==> config.mk <==
export PLATFORM = sky130hd
export DESIGN_NAME = sn_window_counter
export DESIGN_NICKNAME = d
export VERILOG_FILES = /design/src/rtl/sn_window_counter_pkg.sv /design/src/rtl/sn_ones_accum.sv /design/src/rtl/sn_window_counter.sv
export SDC_FILE = /design/constraint.sdc
export NUM_CORES = 1
export LEC_CHECK = 0
export CAP_MARGIN = 15
export CORE_MARGIN = 2
export CORE_UTILIZATION = 50
export DETAILED_ROUTE_END_ITERATION = 10
export PLACE_DENSITY_LB_ADDON = 0.2
export SLEW_MARGIN = 20
export SYNTH_ARGS = -nofsm -noshare
export SYNTH_HDL_FRONTEND = slang
export SYNTH_SLANG_ARGS = --single-unit
==> constraint.sdc <==
create_clock -name clk -period 2.88 [get_ports clk]
set_input_delay 0.576 -clock clk [delete_from_list [all_inputs] [get_ports clk]]
set_output_delay 0.576 -clock clk [all_outputs]
set_load 0.03 [all_outputs]
==> src/rtl/sn_window_counter_pkg.sv <==
// Shared types, defaults and window-length decode for the stochastic window counter.
package sn_window_counter_pkg;

  localparam int unsigned MAX_LOG2_DEFAULT = 11;
  localparam int unsigned MIN_LOG2         = 4;

  typedef enum logic [1:0] {
    IDLE  = 2'd0,
    COUNT = 2'd1,
    DONE  = 2'd2
  } state_t;

  // Window length N = 2^(win_sel+4), clamped to 2^max_log2.
  function automatic int unsigned win_len(input logic [2:0] win_sel,
                                          input int unsigned max_log2);
    int unsigned l2;
    l2 = 32'(win_sel) + MIN_LOG2;
    if (l2 > max_log2) l2 = max_log2;
    return 32'd1 << l2;
  endfunction

endpackage

==> src/rtl/sn_ones_accum.sv <==
// Sample and ones counters for one measurement window, with terminal-count detect.
module sn_ones_accum
  import sn_window_counter_pkg::*;
#(
  parameter int unsigned MAX_LOG2 = MAX_LOG2_DEFAULT
) (
  input  logic              clk,
  input  logic              rst_n,
  input  logic              i_clear,
  input  logic              i_en,
  input  logic              i_bit,
  input  logic [MAX_LOG2:0] i_n,
  output logic [MAX_LOG2:0] o_ones_next_c,
  output logic              o_term_c
);

  localparam int unsigned CW = MAX_LOG2 + 1;

  logic [CW-1:0] r_cnt;
  logic [CW-1:0] r_ones;

  // Ones count including the sample being consumed this cycle.
  assign o_ones_next_c = r_ones + CW'(i_bit);

  // Terminal count: the N-th valid sample is being consumed now.
  assign o_term_c = i_en && (r_cnt == (i_n - CW'(1)));

  // Counters; rst_n is an active-high synchronous reset, clear wins over enable.
  always_ff @(posedge clk) begin
    if (rst_n || i_clear) begin
      r_cnt  <= '0;
      r_ones <= '0;
    end else if (i_en) begin
      r_cnt  <= r_cnt + CW'(1);
      r_ones <= o_ones_next_c;
    end
  end

endmodule

==> src/rtl/sn_window_counter.sv <==
// Windowed ones counter for stochastic bitstreams with valid/ready result output.
module sn_window_counter
  import sn_window_counter_pkg::*;
#(
  parameter int unsigned MAX_LOG2 = MAX_LOG2_DEFAULT
) (
  input  logic                       clk,
  input  logic                       rst_n,
  input  logic                       start,
  input  logic                       cont,
  input  logic [2:0]                 win_sel,
  input  logic                       sn_bit,
  input  logic                       sn_valid,
  output logic [MAX_LOG2:0]          ones,
  output logic signed [MAX_LOG2+1:0] bipolar,
  output logic                       out_valid,
  input  logic                       out_ready,
  output logic                       busy,
  output logic                       overrun
);

  localparam int unsigned CW = MAX_LOG2 + 1;
  localparam int unsigned BW = MAX_LOG2 + 2;

  state_t               r_state;
  logic                 r_cont;
  logic                 r_busy;
  logic                 r_out_valid;
  logic                 r_overrun;
  logic [CW-1:0]        r_n;
  logic [CW-1:0]        r_ones;
  logic signed [BW-1:0] r_bipolar;

  logic                 w_start_acc;
  logic                 w_handshake;
  logic                 w_en;
  logic                 w_clear;
  logic                 w_term;
  logic [CW-1:0]        w_n;
  logic [CW-1:0]        w_ones_next;
  logic signed [BW-1:0] w_bipolar;

  assign w_n         = CW'(win_len(win_sel, MAX_LOG2));
  assign w_start_acc = (r_state == IDLE) && start;
  assign w_handshake = (r_state == DONE) && out_ready;
  assign w_en        = (r_state == COUNT) && sn_valid;
  // Counters restart on a new start, on completing a window, and on a continuous re-arm.
  assign w_clear     = w_start_acc || w_term || (w_handshake && r_cont);
  // 2*ones - N in modular BW-bit arithmetic; the true range -N..+N fits signed BW bits.
  assign w_bipolar   = $signed((BW'(w_ones_next) << 1) - BW'(r_n));

  sn_ones_accum #(
    .MAX_LOG2 (MAX_LOG2)
  ) u_accum (
    .clk           (clk),
    .rst_n         (rst_n),
    .i_clear       (w_clear),
    .i_en          (w_en),
    .i_bit         (sn_bit),
    .i_n           (r_n),
    .o_ones_next_c (w_ones_next),
    .o_term_c      (w_term)
  );

  // Control FSM and result registers; rst_n is an active-high synchronous reset.
  always_ff @(posedge clk) begin
    if (rst_n) begin
      r_state     <= IDLE;
      r_busy      <= 1'b0;
      r_cont      <= 1'b0;
      r_n         <= '0;
      r_ones      <= '0;
      r_bipolar   <= '0;
      r_out_valid <= 1'b0;
      r_overrun   <= 1'b0;
    end else begin
      unique case (r_state)
        IDLE: begin
          if (start) begin
            r_cont    <= cont;
            r_n       <= w_n;
            r_overrun <= 1'b0;
            r_state   <= COUNT;
            r_busy    <= 1'b1;
          end
        end
        COUNT: begin
          if (w_term) begin
            r_ones      <= w_ones_next;
            r_bipolar   <= w_bipolar;
            r_out_valid <= 1'b1;
            r_state     <= DONE;
            r_busy      <= 1'b0;
          end
        end
        DONE: begin
          // Samples arriving while a result is pending are lost.
          if (sn_valid) r_overrun <= 1'b1;
          if (out_ready) begin
            r_out_valid <= 1'b0;
            if (r_cont) begin
              r_state <= COUNT;
              r_busy  <= 1'b1;
            end else begin
              r_state <= IDLE;
              r_busy  <= 1'b0;
            end
          end
        end
        default: begin
          r_state <= IDLE;
          r_busy  <= 1'b0;
        end
      endcase
    end
  end

  assign ones      = r_ones;
  assign bipolar   = r_bipolar;
  assign out_valid = r_out_valid;
  assign busy      = r_busy;
  assign overrun   = r_overrun;

endmodule

==> qor.yml, run 1 <==
worst_setup_path:
  cpMaxStageDelayCell: "or3_4"
  path_buf_inv: 1
  crit_path_start_kind: "flip-flop"
  crit_path_max_incr_delay_ns: 0.44
  end_kind: "flip-flop"
  cp_max_fo: 3
  critPathTopFamily: "compound AO/OA/AOI/OAI gates"
  reg2reg_from: "u_accum.r_ones[0]"
  crit_chain: "ha_4, buf_6, nand3_2, or3_4, xnor2_4, ha_2, a21o_1, a21o_1, a21oi_2, o21ai_2, xnor2_1, mux2i_1, nor2_1"
  cp.arrival_ns: 2.86
  crit_top_cell: "a21o_1"
  crit_required_ns: 3.11
  path_class: "flip-flop to flip-flop"
  setup.worst_path.start: "u_accum.r_ones[0]"
power_and_ir_drop:
  fin_total_pwr_mw: 1.95
  p_int_mw: 1.49
  p_sw_share_pct: 23.6
  power_leakage_nw: 1.82
  powerDensity_nw_per_um2: 404
  netSwitchingPower_uw: 460
  seqPwrFrac_pct: 48.4
  peakVddDrop_uv: 257
  combPwrFrac_pct: 8.9
  clkPwrFrac_pct: 42.6
placement:
  dpl.cell_count: 579
  gp_congestion: 0.910
  io_buffers: 37
  hpwl_um: 6260
synth:
  syn_avg_cell_area_um2: 8.66
  synthArstFlopShare_pct: 0
  synth.area.top_cells: "dfxtp_1 (37%), mux2i_1 (7.5%), nor2_1 (7.3%), xnor2_1 (7.3%), xor2_1 (5.6%)"
  yosysWarnings: 0
  synth_cell_types: 46
  ys_seq_elements: 67
  synth_top_area_cell: "dfxtp_1"
  yosysTopAreaCellShare_pct: 37.2
  postSynthCellCount: 416
  syn_nets: 442
  synth_area_um2: 3600
  synth_edf_count: 0
  ys.flop_type: "dfxtp_1"
  ys_seq_area_share_pct: 37.2
detailed_routing:
  ant_nets: 0
  routedWlPerCell_um: 15.3
  routed_wl_um: 9200
  drtIter0Drc: 154
  drtPass1Iterations: 4
  drc_errors: 0
  vias: 3176
  vias_per_cell: 5.29
timing:
  final-hold-violation-count: 0
  period_share_pct: 91.1
  fmax_mhz: 381
  relSlewSlack_pct: 71.1
  tightest_slew_ns: 0.427
  whs_ns: 0.497
  finalSetupViolCount: 0
  grt_setup_unrepaired: "no"
  period_minus_slack_ns: 2.62
  skew_ns: 0.0112
  finalMaxSlewViolations: 0
layout:
  mostFrequentLayoutCells: "nor2_1 (67), dfxtp_1 (67), buf_4 (49), clkdlybuf4s50_1 (36), nand2_1 (31)"
  area_delta_synth_final_pct: 33.7
  num_antenna_cells: 0
  final_cells: 600
  layout-drive-gt1-share_pct: 19.0
  fillCellCount: 551
  fin_nets: 525
cts:
  cts_max_level: 3
  cts-root-buf: "clkbuf_8"
  clk-insertion-delay-late_ns: 0.35
  clock_path_buffers: 2
  ctsHoldBuffers: 0
  clkSinkCount: 67
  numCtsBuffers: 9
  clkSlewWorstSetupHoldPaths_ns: 0.08
  cts_tree: "built"
floorplanning:
  core-area_um2: 6870
  die-area_um2: 7900
  ios: 38
  die_w_um: 88.9
  rows: 30
  dieHeight_um: 88.9
  initial_core_util_pct: 52.4
grt:
  grt-ovfl-total: 0
  grt_pass1_wl_um: 14900
  grtUsageTotal_pct: 24.7
  antenna_found_initial: 0
  grt_pass1_vias: 3156
  grt_max_degree: 34
job:
  max-cap-violations: 0
min_path:
  hp-class: "flip-flop to flip-flop"
  min-delay-start: "overrun"
outcome:
  status: "completed"
[final cells by class]
cell class / instances / area, µm² / share of cell area (%)
Tap cell: 96 / 120 / 2.49
Inverter: 17 / 63.8 / 1.33
Clock buffer: 15 / 176 / 3.66
Clock inverter: 1 / 30.0 / 0.624
Sequential cell: 67 / 1340 / 27.9
Multi-Input combinational cell: 314 / 2270 / 47.2
Timing Repair Buffer: 90 / 812 / 16.9
[logic make-up after synthesis]
| logic type | synth area share, % |
|---|---|
| xor+xnor | 12.9 |
| flops | 37.2 |
| buf+inv | 4.83 |
| simple gates | 20.4 |
| compound gates | 11.4 |
| fa+ha+maj | 5.77 |
| mux | 7.50 |
[worst paths after layout]
path | slack (ns) | to | cells past startpoint
max | 0.26 | bipolar[12] | 13
max reg2reg | 0.26 | bipolar[12] | 13
min reg2reg | 0.50 | overrun | 2
min | 0.50 | overrun | 2
[registers in the layout, summed over array words and instances (netlist names)]
| register | count |
|---|---|
| bipolar | 13 |
| busy | 1 |
| ones | 12 |
| out_valid | 1 |
| overrun | 1 |
| r_cont | 1 |
| r_n | 12 |
| r_state | 2 |
| u_accum.r_cnt | 12 |
| u_accum.r_ones | 12 |
[timing repair]
action,CTS,global route
setup buffers,2,3
pin swaps,6,11
resized for setup,21,18
endpoints found under the setup margin,4,8
[stage by stage]
step | worst slack [ns] | area [µm²] | TNS, ns | utilization [%]
after floorplan | 0.0189 | 3600 | 0 | -
after global placement | -0.442 | 4380 | -2.62 | 63.8
after detailed placement | -0.541 | 4380 | -3.10 | 63.8
after CTS | -0.00451 | 4700 | -0.00848 | 68.5
after global routing | 0.122 | 4810 | 0 | 70.1
final | 0.257 | 4810 | 0 | 70.1
[cell usage after synthesis (all sizes together) (2+ instances only)]
cell type,count
ha,15
a211oi,2
xnor2,30
a21oi,18
inv,17
nand2,32
nand3,10
or4,2
nor3,10
o21a,4
xor2,23
or3,2
nand3b,2
a31oi,2
a21o,4
nor2,70
nand4,8
buf,5
o31ai,4
o211ai,2
and2,5
nor2b,5
dfxtp,67
clkbuf,13
o21ai,10
nor4,4
a32o,4
and3,6
mux2i,27
[power groups by stage]
stage                     Sequential [mW]  Combinational, mW  Clock [mW]
final                               0.943              0.174       0.830
after global routing                0.944              0.188       0.885
after CTS                           0.943              0.164       0.838
after detailed placement            0.964              0.159           0
after global placement              0.964              0.157           0
after floorplan                     0.963             0.0974           0
[layer usage]
metal / up-vias / track usage [%] / routed length, µm
met4: 0 / 11.7 / 193
met2: 71 / 41.3 / 4520
met5: - / 0 / 0
met1: 1499 / 30.7 / 4080
met3: 16 / 4.48 / 397
li1: 1590 / - / -
[tightest hold or removal path: cells and delay by family, from the launching register on]
kind / cells / cell delay, ns
AOI/OAI and AO/OA: 2 / 0.13
DFF: 1 / 0.32
No activity file was read; power rests on OpenSTA's default activity.
==> run 2: changes to the inputs <==
--- a/config.mk
+++ b/config.mk
@@ -10,6 +10,7 @@
 export CORE_UTILIZATION = 50
 export DETAILED_ROUTE_END_ITERATION = 10
 export PLACE_DENSITY_LB_ADDON = 0.2
+export RECOVER_POWER = 50
 export SLEW_MARGIN = 20
 export SYNTH_ARGS = -nofsm -noshare
 export SYNTH_HDL_FRONTEND = slang
==> run 2 against run 1 <==
Clock power is 0.5% higher. Sequential share of layout area hardly changed. Routed wire length is 0.11% higher. Utilization is 0.073 points lower. Final cell count is 0.17% higher. Worst setup slack worse by 0.059 ns. Largest power group unchanged.
==> qor.yml, run 2 (same netlist as run 1, synthesis figures left out) <==
detailed_routing:
  vias: 3177  # was 3,176
  wl_met1_um: 4150  # was 4080 µm
  vias_per_cell: 5.29  # about the same
  routedWlPerCell_um: 15.3  # about the same
  top_layer: "met4"  # unchanged
  drtIter0Drc: 154  # unchanged
  ant_nets: 0  # unchanged
  met2_length_um: 4540  # was 4520 µm
  routed_wl_um: 9210  # was 9200 µm
  drtPass1Iterations: 4  # unchanged
  drc_errors: 0  # unchanged
  wl_met3_um: 321  # was 397 µm
placement:
  dpl.cell_count: 579  # unchanged
  hpwl_um: 6260  # unchanged
  gp_congestion: 0.910  # unchanged
  io_buffers: 37  # unchanged
  dpl-instance-area_um2: 4380  # unchanged
  dp_slack_ns: -0.541  # unchanged
timing:
  relSlewSlack_pct: 1.08  # was 71.1%
  skew_ns: 0.0122  # was 0.0112 ns
  fmax_mhz: 373  # was 381 MHz
  period_minus_slack_ns: 2.68  # was 2.62 ns
  tightest_slew_ns: 1.48  # was 0.427 ns
  finalMaxSlewViolations: 0  # unchanged
  period_share_pct: 93.1  # was 91.1%
  tns_ns: 0  # unchanged
  final-hold-violation-count: 0  # unchanged
  whs_ns: 0.489  # was 0.497 ns
  grt_setup_unrepaired: "no"  # unchanged
  setup_slack_ns: 0.198  # was 0.257 ns
  finalSetupViolCount: 0  # unchanged
worst_setup_path:
  end_kind: "flip-flop"  # unchanged
  path_class: "flip-flop to flip-flop"  # unchanged
  crit_required_ns: 3.06  # was 3.11 ns
  path_buf_inv: 1  # unchanged
  cp_max_fo: 3  # unchanged
  cp.arrival_ns: 2.86  # about the same
  crit_path_start_kind: "flip-flop"  # unchanged
  r2r_cells: 13  # unchanged
  crit_top_cell: "a21o_1"  # unchanged
  critPathTopFamily: "compound AO/OA/AOI/OAI gates"  # unchanged
  worstSetupPathDepth: 13  # unchanged
  cpMaxStageDelayCell: "or3_4"  # unchanged
  crit_path_max_incr_delay_ns: 0.44  # about the same
  crit_chain: "ha_4, buf_6, nand3_2, or3_4, xnor2_4, ha_2, a21o_1, a21o_1, a21oi_2, o21ai_2, xnor2_1, mux2i_1, nor2_1"  # unchanged
layout:
  area_delta_synth_final_pct: 33.5  # was 33.7%
  layout-drive-gt1-share_pct: 18.7  # was 19.0%
  final_cells: 601  # was 600
  fin_nets: 525  # unchanged
  largest_reg_flops: 13  # unchanged
  fillCellCount: 555  # was 551
  mostFrequentLayoutCells: "nor2_1 (67), dfxtp_1 (67), buf_4 (47), nand2_1 (31), dlygate4sd3_1 (30)"  # was nor2_1 (67), dfxtp_1 (67), buf_4 (49), clkdlybuf4s50_1 (36), nand2_1 (31)
  fin_area_um2: 4810  # about the same
cts:
  numCtsBuffers: 9  # unchanged
  cts_tree: "built"  # unchanged
  cts-root-buf: "clkbuf_8"  # unchanged
  clkSinkCount: 67  # unchanged
  clkSlewWorstSetupHoldPaths_ns: 0.08  # about the same
  cts_max_level: 3  # unchanged
  clock_path_buffers: 2  # unchanged
  clk-insertion-delay-late_ns: 0.36  # was 0.35 ns
outcome:
  status: "completed"  # unchanged
grt:
  grtUsageTotal_pct: 24.7  # unchanged
  grt_pass1_vias: 3156  # unchanged
  grt-ovfl-total: 0  # unchanged
  grt_pass1_wl_um: 14900  # unchanged
  grt_max_degree: 34  # unchanged
  antenna_found_initial: 0  # unchanged
job:
  max-cap-violations: 0  # unchanged
power_and_ir_drop:
  powerDensity_nw_per_um2: 405  # was 404 nW/µm²
  seqPwrFrac_pct: 48.4  # about the same
  power_leakage_nw: 1.91  # was 1.82 nW
  clkPwrFrac_pct: 42.8  # was 42.6%
  netSwitchingPower_uw: 465  # was 460 µW
  combPwrFrac_pct: 8.8  # was 8.9%
  peakVddDrop_uv: 256  # was 257 µV
  p_sw_share_pct: 23.8  # was 23.6%
  p_int_mw: 1.48  # was 1.49 mW
floorplanning:
  die_w_um: 88.9  # unchanged
  initial_core_util_pct: 52.4  # unchanged
  core-area_um2: 6870  # unchanged
  die-area_um2: 7900  # unchanged
  dieHeight_um: 88.9  # unchanged
  ios: 38  # unchanged
  rows: 30  # unchanged
min_path:
  worstHoldPathCells: 2  # unchanged
  hp-class: "flip-flop to flip-flop"  # unchanged
==> run 2: changes by cell type in the layout (fill, tap and decap cells not counted), sizes merged <==
cell,before,now
buf,53,51
dlygate4sd3,0,30
clkbuf,15,17
clkdlybuf4s50,36,6
diode,0,1
==> run 2: power by group through the flow <==
stage               combinational (mW)  clock, mW  sequential (mW)
detailed placement               0.159          0            0.964
global placement                 0.157          0            0.964
global route                     0.185      0.885            0.944
CTS                              0.164      0.838            0.943
finish                           0.172      0.834            0.943
floorplan                       0.0974          0            0.963
==> run 2: repair_timing <==
action,CTS,global route
hold buffers,0,0
setup buffers,2,3
setup endpoints to repair,4,8
resized for setup,21,18
pin swaps,6,11
==> run 2: final timing paths <==
check                                  startpoint     endpoint  slack, ns
worst max-delay path            u_accum.r_ones[0]  bipolar[12]       0.20
worst min-delay path                    out_valid    out_valid       0.49
worst max register to register  u_accum.r_ones[0]  bipolar[12]       0.20
worst min register to register          out_valid    out_valid       0.49
==> run 2: routing by layer <==
layer / global-route usage, % / vias to the layer above
met1: 30.7 / 1509
met2: 41.3 / 64
met4: 11.7 / 0
met5: 0 / -
met3: 4.48 / 16
li1: - / 1588
==> run 2: through the flow <==
stage               power (mW)  util, %
global placement          1.12     63.8
detailed placement        1.12     63.8
floorplan                 1.06        -
finish                    1.95     70.0
global route              2.01     70.0
CTS                       1.94     68.5
==> run 2: cell type report <==
type	instances	area (µm²)	share of cell area [%]
multi-input combinational	314	2270	47.2
sequential	67	1340	27.9
timing repair buffer	90	805	16.7
clock buffer	15	176	3.67
tap	96	120	2.50
inverter	17	63.8	1.33
clock inverter	1	30.0	0.624
antenna	1	2.50	0.0520
==> run 2: worst register-to-register path: cells and delay by family, from the launching register on <==
kind	cells	cell delay, ns
xor+xnor	2	0.31
compound gates	4	0.60
flops	1	0.38
buf+inv	1	0.10
simple gates	3	0.59
mux	1	0.15
fa+ha+maj	2	0.38
